`config.mk`:
```
export PLATFORM = sky130hd
export DESIGN_NAME = rsg_sequence_ctrl_flat
export DESIGN_NICKNAME = d
export VERILOG_FILES = /design/src/rtl/rsg_sequence_ctrl_if.sv /design/src/rtl/rsg_sequence_ctrl.sv /design/src/flat_wrapper.sv
export SDC_FILE = /design/constraint.sdc
export NUM_CORES = 1
export LEC_CHECK = 0
export CAP_MARGIN = 20
export CORE_ASPECT_RATIO = 0.9
export CORE_MARGIN = 8
export CORE_UTILIZATION = 30
export CTS_CLUSTER_DIAMETER = 40
export DETAILED_ROUTE_END_ITERATION = 10
export DONT_BUFFER_PORTS = 1
export PLACE_DENSITY = 0.43
export SYNTH_ARGS = -nofsm -noshare
export SYNTH_HDL_FRONTEND = slang
export SYNTH_SLANG_ARGS = --single-unit
```
`constraint.sdc`:
```
create_clock -name clock -period 1.87 [get_ports clock]
set_clock_uncertainty 0.05 [all_clocks]
set_input_delay 0.0935 -clock clock [delete_from_list [all_inputs] [get_ports clock]]
set_output_delay 0.0935 -clock clock [all_outputs]
set_load 0.02 [all_outputs]
```
`src/rtl/rsg_sequence_ctrl_if.sv`:
```
// Control/status bundle for the READY/SET/GO sequencer.
// The sequencer takes the slave modport and its driver takes the master modport.
interface rsg_sequence_ctrl_if;
   logic start;
   logic abort;
   logic hold;
   logic err_clear;
   logic get_ready;
   logic get_set;
   logic get_going;
   logic busy;
   logic done;
   logic state_err;

   modport master (
      output start, abort, hold, err_clear,
      input  get_ready, get_set, get_going, busy, done, state_err
   );

   modport slave (
      input  start, abort, hold, err_clear,
      output get_ready, get_set, get_going, busy, done, state_err
   );
endinterface

```
`src/rtl/rsg_sequence_ctrl.sv`:
```
// Timed READY -> SET -> GO sequencer with per-phase dwell, hold, abort, a done pulse and illegal-state recovery.
// The phase enables decode directly from the state register. done and state_err are registered. hold freezes the dwell counter.
module rsg_sequence_ctrl #(
   parameter int READY_CYCLES = 2,
   parameter int SET_CYCLES   = 3,
   parameter int GO_CYCLES    = 4,
   parameter int CNT_W        = 4
) (
   input  logic               clock,
   input  logic               resetN,
   rsg_sequence_ctrl_if.slave bus
);

   typedef enum logic [2:0] {
      IDLE  = 3'b000,
      READY = 3'b001,
      SET   = 3'b010,
      GO    = 3'b100
   } state_t;

   // The counter is loaded with dwell-1, so a dwell of exactly 2**CNT_W still fits.
   localparam logic [CNT_W-1:0] READY_LD = CNT_W'(READY_CYCLES - 1);
   localparam logic [CNT_W-1:0] SET_LD   = CNT_W'(SET_CYCLES - 1);
   localparam logic [CNT_W-1:0] GO_LD    = CNT_W'(GO_CYCLES - 1);

   if (READY_CYCLES < 1 || READY_CYCLES > (1 << CNT_W)) begin : g_bad_ready
      $error("READY_CYCLES must be in 1..2**CNT_W");
   end
   if (SET_CYCLES < 1 || SET_CYCLES > (1 << CNT_W)) begin : g_bad_set
      $error("SET_CYCLES must be in 1..2**CNT_W");
   end
   if (GO_CYCLES < 1 || GO_CYCLES > (1 << CNT_W)) begin : g_bad_go
      $error("GO_CYCLES must be in 1..2**CNT_W");
   end

   // The state register is a plain vector so that illegal codes can be represented and caught.
   logic [2:0]       state;
   logic [2:0]       state_nxt;
   logic [CNT_W-1:0] cnt;
   logic [CNT_W-1:0] cnt_nxt;
   logic             done;
   logic             done_nxt;
   logic             state_err;
   logic             state_err_nxt;
   logic             err_set;

   always_ff @(posedge clock or negedge resetN) begin
      if (!resetN) begin
         state     <= IDLE;
         cnt       <= '0;
         done      <= 1'b0;
         state_err <= 1'b0;
      end else begin
         state     <= state_nxt;
         cnt       <= cnt_nxt;
         done      <= done_nxt;
         state_err <= state_err_nxt;
      end
   end

   always_comb begin
      state_nxt = state;
      cnt_nxt   = cnt;
      done_nxt  = 1'b0;
      err_set   = 1'b0;
      case (state)
         IDLE: begin
            if (bus.start && !bus.abort) begin
               state_nxt = READY;
               cnt_nxt   = READY_LD;
            end
         end
         READY, SET, GO: begin
            if (bus.abort) begin
               state_nxt = IDLE;
               cnt_nxt   = '0;
            end else if (bus.hold) begin
               state_nxt = state;
               cnt_nxt   = cnt;
            end else if (cnt != '0) begin
               cnt_nxt = cnt - CNT_W'(1);
            end else if (state == READY) begin
               state_nxt = SET;
               cnt_nxt   = SET_LD;
            end else if (state == SET) begin
               state_nxt = GO;
               cnt_nxt   = GO_LD;
            end else begin
               state_nxt = IDLE;
               cnt_nxt   = '0;
               done_nxt  = 1'b1;
            end
         end
         default: begin
            state_nxt = IDLE;
            cnt_nxt   = '0;
            err_set   = 1'b1;
         end
      endcase
      // A fresh error outranks a clear that arrives in the same cycle.
      state_err_nxt = err_set | (state_err & ~bus.err_clear);
   end

   assign bus.get_ready = (state == READY);
   assign bus.get_set   = (state == SET);
   assign bus.get_going = (state == GO);
   assign bus.busy      = bus.get_ready | bus.get_set | bus.get_going;
   assign bus.done      = done;
   assign bus.state_err = state_err;

endmodule

```
`src/flat_wrapper.sv`:
```
// flat-port wrapper written by rule: the top's interface ports become plain ports
module rsg_sequence_ctrl_flat 
#(
   parameter int READY_CYCLES = 2,
   parameter int SET_CYCLES   = 3,
   parameter int GO_CYCLES    = 4,
   parameter int CNT_W        = 4
)
  (clock, resetN, bus_start, bus_abort, bus_hold, bus_err_clear, bus_get_ready, bus_get_set, bus_get_going, bus_busy, bus_done, bus_state_err);
  rsg_sequence_ctrl_if bus_i ();
  input  logic clock;
  input  logic resetN;
  input wire logic [$bits(bus_i.start)-1:0] bus_start;
  input wire logic [$bits(bus_i.abort)-1:0] bus_abort;
  input wire logic [$bits(bus_i.hold)-1:0] bus_hold;
  input wire logic [$bits(bus_i.err_clear)-1:0] bus_err_clear;
  output wire logic [$bits(bus_i.get_ready)-1:0] bus_get_ready;
  output wire logic [$bits(bus_i.get_set)-1:0] bus_get_set;
  output wire logic [$bits(bus_i.get_going)-1:0] bus_get_going;
  output wire logic [$bits(bus_i.busy)-1:0] bus_busy;
  output wire logic [$bits(bus_i.done)-1:0] bus_done;
  output wire logic [$bits(bus_i.state_err)-1:0] bus_state_err;
  assign bus_i.start = bus_start;
  assign bus_i.abort = bus_abort;
  assign bus_i.hold = bus_hold;
  assign bus_i.err_clear = bus_err_clear;
  assign bus_get_ready = bus_i.get_ready;
  assign bus_get_set = bus_i.get_set;
  assign bus_get_going = bus_i.get_going;
  assign bus_busy = bus_i.busy;
  assign bus_done = bus_i.done;
  assign bus_state_err = bus_i.state_err;
  rsg_sequence_ctrl #(.READY_CYCLES(READY_CYCLES), .SET_CYCLES(SET_CYCLES), .GO_CYCLES(GO_CYCLES), .CNT_W(CNT_W)) u_core (.clock(clock), .resetN(resetN), .bus(bus_i));
endmodule
```
# Yosys cells after proc, flatten, opt, wreduce, memory -nomap -nowiden
# Cells that the tools add are included.
[classes]
n_bitwise = 5
addsub = 1
mux = 21
reduce_logical = 8
n_eq_ne = 6
[op_table]
columns = ["cell", "n"]
rows = [
  ["4-bit two-way mux", 5],
  ["3-bit two-way mux", 6],
  ["4-bit one-hot mux with 2 select lines", 1],
  ["1-bit two-way mux", 7],
  ["3-bit != test (second input constant)", 2],
  ["3-bit one-hot mux with 2 select lines", 1],
  ["4-bit nonzero test", 1],
  ["4-bit OR reduction", 1],
  ["4-bit by 1-bit subtractor with 4-bit output (second input constant)", 1],
  ["3-bit by 1-bit equality test with 1-bit output (second input constant)", 1],
  ["3-bit by 2-bit equality test with 1-bit output (second input constant)", 1],
  ["3-bit equality test (second input constant)", 1],
  ["3-bit zero test", 1],
  ["1-bit OR", 3],
  ["3-bit AND reduction", 1],
  ["3-bit OR reduction", 1],
  ["2-bit two-way mux", 1],
  ["2-bit by 1-bit != test with 1-bit output (second input constant)", 1],
  ["2-bit AND reduction", 1],
  ["1-bit bitwise AND", 1],
  ["1-bit logical AND", 1],
  ["1-bit zero test", 1],
  ["1-bit NOT", 1],
]
[word_totals]
wordCells = 45
regBits = 9
out_inout_bits = 6
inputBits = 6

# Depth between registers and ports, before layout
[depth]
word_depth = 7
ltp_mapped = 6
depth_no_buf = 6

# Least setup slack after synthesis
# No wires, ideal clock.
[synth_timing]
kind = "register -> register"
from = "register u_core.state[1]"
to = "register u_core.cnt[0]"
stages_incl_launch_ff = 6
required_time_ps = 1693
n_path_buf = 1
slack_ps = 32
setup_ps = 127
arrival_ps = 1660
period_less_slack_ps = 1838
path_cell_list = "dfrtp_1 -> buf_6 -> or3b_4 -> nor3b_4 -> or2_4 -> mux2_1"
[synth_between]
elab_chain_len = 7
[synth_rtl]
columns = ["element", "line_no", "text"]
rows = [
  ["from (decl)", "rsg_sequence_ctrl.sv:37", "logic [2:0] state;"],
  ["from (signal assigned)", "rsg_sequence_ctrl.sv:54", "state <= state_nxt;"],
  ["3-bit by 2-bit equality test with 1-bit output", "rsg_sequence_ctrl.sv:66, rsg_sequence_ctrl.sv:85", ""],
  ["2-bit two-way mux", "rsg_sequence_ctrl.sv:85", "end else if (state == SET) begin"],
  ["4-bit two-way mux", "rsg_sequence_ctrl.sv:82", "end else if (state == READY) begin"],
  ["4-bit two-way mux", "rsg_sequence_ctrl.sv:80", "end else if (cnt != '0) begin"],
  ["4-bit two-way mux", "rsg_sequence_ctrl.sv:77", "end else if (bus.hold) begin"],
  ["4-bit two-way mux", "rsg_sequence_ctrl.sv:74", "if (bus.abort) begin"],
  ["4-bit one-hot mux with 2 select lines", "rsg_sequence_ctrl.sv:66", "case (state)"],
  ["to (signal assigned)", "rsg_sequence_ctrl.sv:55", "cnt <= cnt_nxt;"],
  ["to (decl)", "rsg_sequence_ctrl.sv:39", "logic [CNT_W-1:0] cnt;"],
]
# Parallel ways exist; a longest one is shown, timed or not. The select of a mux whose other input is x is not followed.
# A chain may end at the register's enable or synchronous reset.

# Worst setup path in the final report
# Same ends and word-level chain as after synthesis.

==> metrics.cfg <==
[outcome]
run_status=completed

[detailed_routing]
drtPass1Iterations=2
dr.first_iter.drc_count=5
drtAntennaViolNets=0
vias=546
avgViaCountPerCell=4.96
routedWlPerCell_um=14.2
drc_errors=0
drt_wl_total_mm=1.56

[yosys]
synth_commonest_cells=9 x dfrtp_1, 7 x inv_1, 5 x nor2_1
synth_xor_area_share_pct=2.64
synth_ff_type=dfrtp_1
synthMuxAreaShare_pct=6.79
synth-async-reset-ratio_pct=100
yosysMostFrequentCell=dfrtp_1
yosys.area_share.adder_pct=3.77
yosysUniqueCellTypes=36
avgSynthCellArea_um2=9.47
synth_area_leaders=dfrtp_1 34%, mux2_1 6.8%, inv_1 4.0%
synth.yosys.seq_area_share_pct=34.0
synthCells=70
ys_warn_count=0
syn-num-nets=78
synth.top_cell.area_share_pct=34.0
synth-edff-count=0
synth-compound-area-share_pct=18.3
synth_top_cell_by_area=dfrtp_1
netlist_area_um2=663
ys_ff_latch=9
synth_top_family_by_area=simple AND/OR/NAND/NOR gates
yosys.area_share.simple_pct=26.2

[placed_design]
dpl_worst_slack_ns=0.0188
gp_congestion=0.766
hpwl_mm=1.24
numPortBuffers=0
dp.cells=102

[global_routing]
grt.overflow.total=0
grt_first_pass_wirelength_mm=2.77
gr-usage-all-layers_pct=9.02
antenna_found_initial=0
grt_pass1_vias=608
grt_max_degree=10

[layout]
fin_cells=110
regArea_um2=225
n_fill_cell=210
final_nets=92
num_antenna_cells=0
area_delta_synth_final_pct=26.8
drive_above_1_share_pct=27.7
multi_input_area_um2=422

[min_path]
whs_endpoint=u_core.state[1]
hp-start=bus_abort
hp-class=primary input to flip-flop
hold_depth=2

[critical_path]
path_max_fanout=4
end_kind=flip-flop
r2r_cells=4
cp-start-kind=flip-flop
r2r_setup_slack_ns=0.09
rr_startpoint=u_core.state[1]
worstPathArrival_ns=1.87
worstPathRequired_ns=1.97
worstReg2RegEnd=u_core.cnt[0]
critPathKind=flip-flop to flip-flop

[pwr]
p_leak_nw=0.366
ir_drop_mv=0.673
p_total_mw=1.51
powerDensity_nw_per_um2=1790

[floorplan]
num_rows=16
die_width_um=65.6
fp.coreArea_um2=2140
fp.dieH_um=60.6
start_util_pct=31.0
ios=12
dieArea_um2=3970

[sta]
setup_viol=0
tightest_slew_ns=0.448
maxSlewViolCount=0
fin_ws_ns=0.0947
finalCritPeriodShare_pct=94.9
slew_headroom_pct=70.0
max_freq_mhz=563
fin_crit_ns=1.78
finalHoldViolations=0
fin_tns_setup_ns=0

[cts]
clk_latency_ns=0.26
cts_tree=yes
cts_num_sinks=9
cts-root-buf=clkbuf_4
cts_max_path_buffers=2
htreeDepth=1
clk_pin_slew_worst_paths_ns=0.07
cts_buffers=3

[job]
drv_cap=0

## stage by stage
step / instance area (um^2) / hold WS (ns) / utilization [%]
2_1_floorplan: 663 / -0.252 / -
3_3_place_gp: 736 / -0.252 / 34.3
3_5_place_dp: 736 / -0.252 / 34.3
6_report: 841 / 0.0162 / 39.3
5_1_grt: 841 / 0.0301 / 39.3
4_1_cts: 802 / 0.00763 / 37.4
## worst max path at each step
stage | cells past startpoint | endpoint | from
2_1_floorplan | 5 | u_core.cnt[0] | u_core.state[1]
3_3_place_gp | 6 | u_core.state[0] | u_core.cnt[1]
3_5_place_dp | 4 | u_core.cnt[1] | u_core.state[1]
4_1_cts | 4 | u_core.cnt[1] | u_core.state[1]
5_1_grt | 6 | u_core.state[0] | u_core.cnt[1]
6_report | 4 | u_core.cnt[0] | u_core.state[1]
## report_power, final
group / switching, mW / internal, mW / total [mW] / leakage (nW)
Clock: 0.0743 / 0.0824 / 0.157 / 0.0150
Sequential: 0.0955 / 0.269 / 0.364 / 0.118
Combinational: 0.498 / 0.488 / 0.987 / 0.233
## kinds of logic (layout without fill, tap and decap cells)
kind of cell / after synthesis / after routing
fa+ha+maj: 2 / 2
compound gates: 15 / 15
buf+inv: 11 / 24
xor+xnor: 2 / 2
mux: 4 / 4
simple gates: 27 / 27
flops: 9 / 9
## critical path, cell delays in order, from the launching register on
cell,delay [ns]
dfrtp_1,0.43
or3b_4,0.44
nor3b_4,0.25
or2_4,0.18
mux2_1,0.31
## area by class of cell
cell class	count	share of cell area [%]
Timing Repair Buffer	13	12.8
Multi-Input combinational cell	50	50.1
Clock buffer	4	3.13
Tap cell	27	4.02
Inverter	7	3.13
Sequential cell	9	26.8
## placed cells by master (no fill, tap or decap), types with 3 or more instances in the layout
master / count
buf_4: 9
clkbuf_4: 3
dfrtp_1: 9
dlygate4sd3_1: 4
inv_1: 7
mux2_1: 4
nand2_1: 4
nor2_1: 5
nor3_1: 3
## repair_timing
action,CTS,global route
hold endpoints to repair,12,0
gates resized for setup,0,5
setup endpoints to repair,0,5
buffers inserted,0,0
hold buffers,4,0
## flip-flops by register name, summed over array words and instances (netlist names)
name	count
u_core.cnt	4
u_core.state	3
u_core.bus.done	1
u_core.bus.state_err	1
## routing by layer
metal | track usage [%] | vias up | part of all wire [%]
li1 | - | 278 | -
met1 | 10.8 | 256 | 47
met2 | 14.3 | 10 | 47
met3 | 3.32 | 2 | 5.6
met4 | 3.73 | 0 | 0.64
met5 | 0 | - | 0
Note: power is estimated with default switching activity, not from simulation.
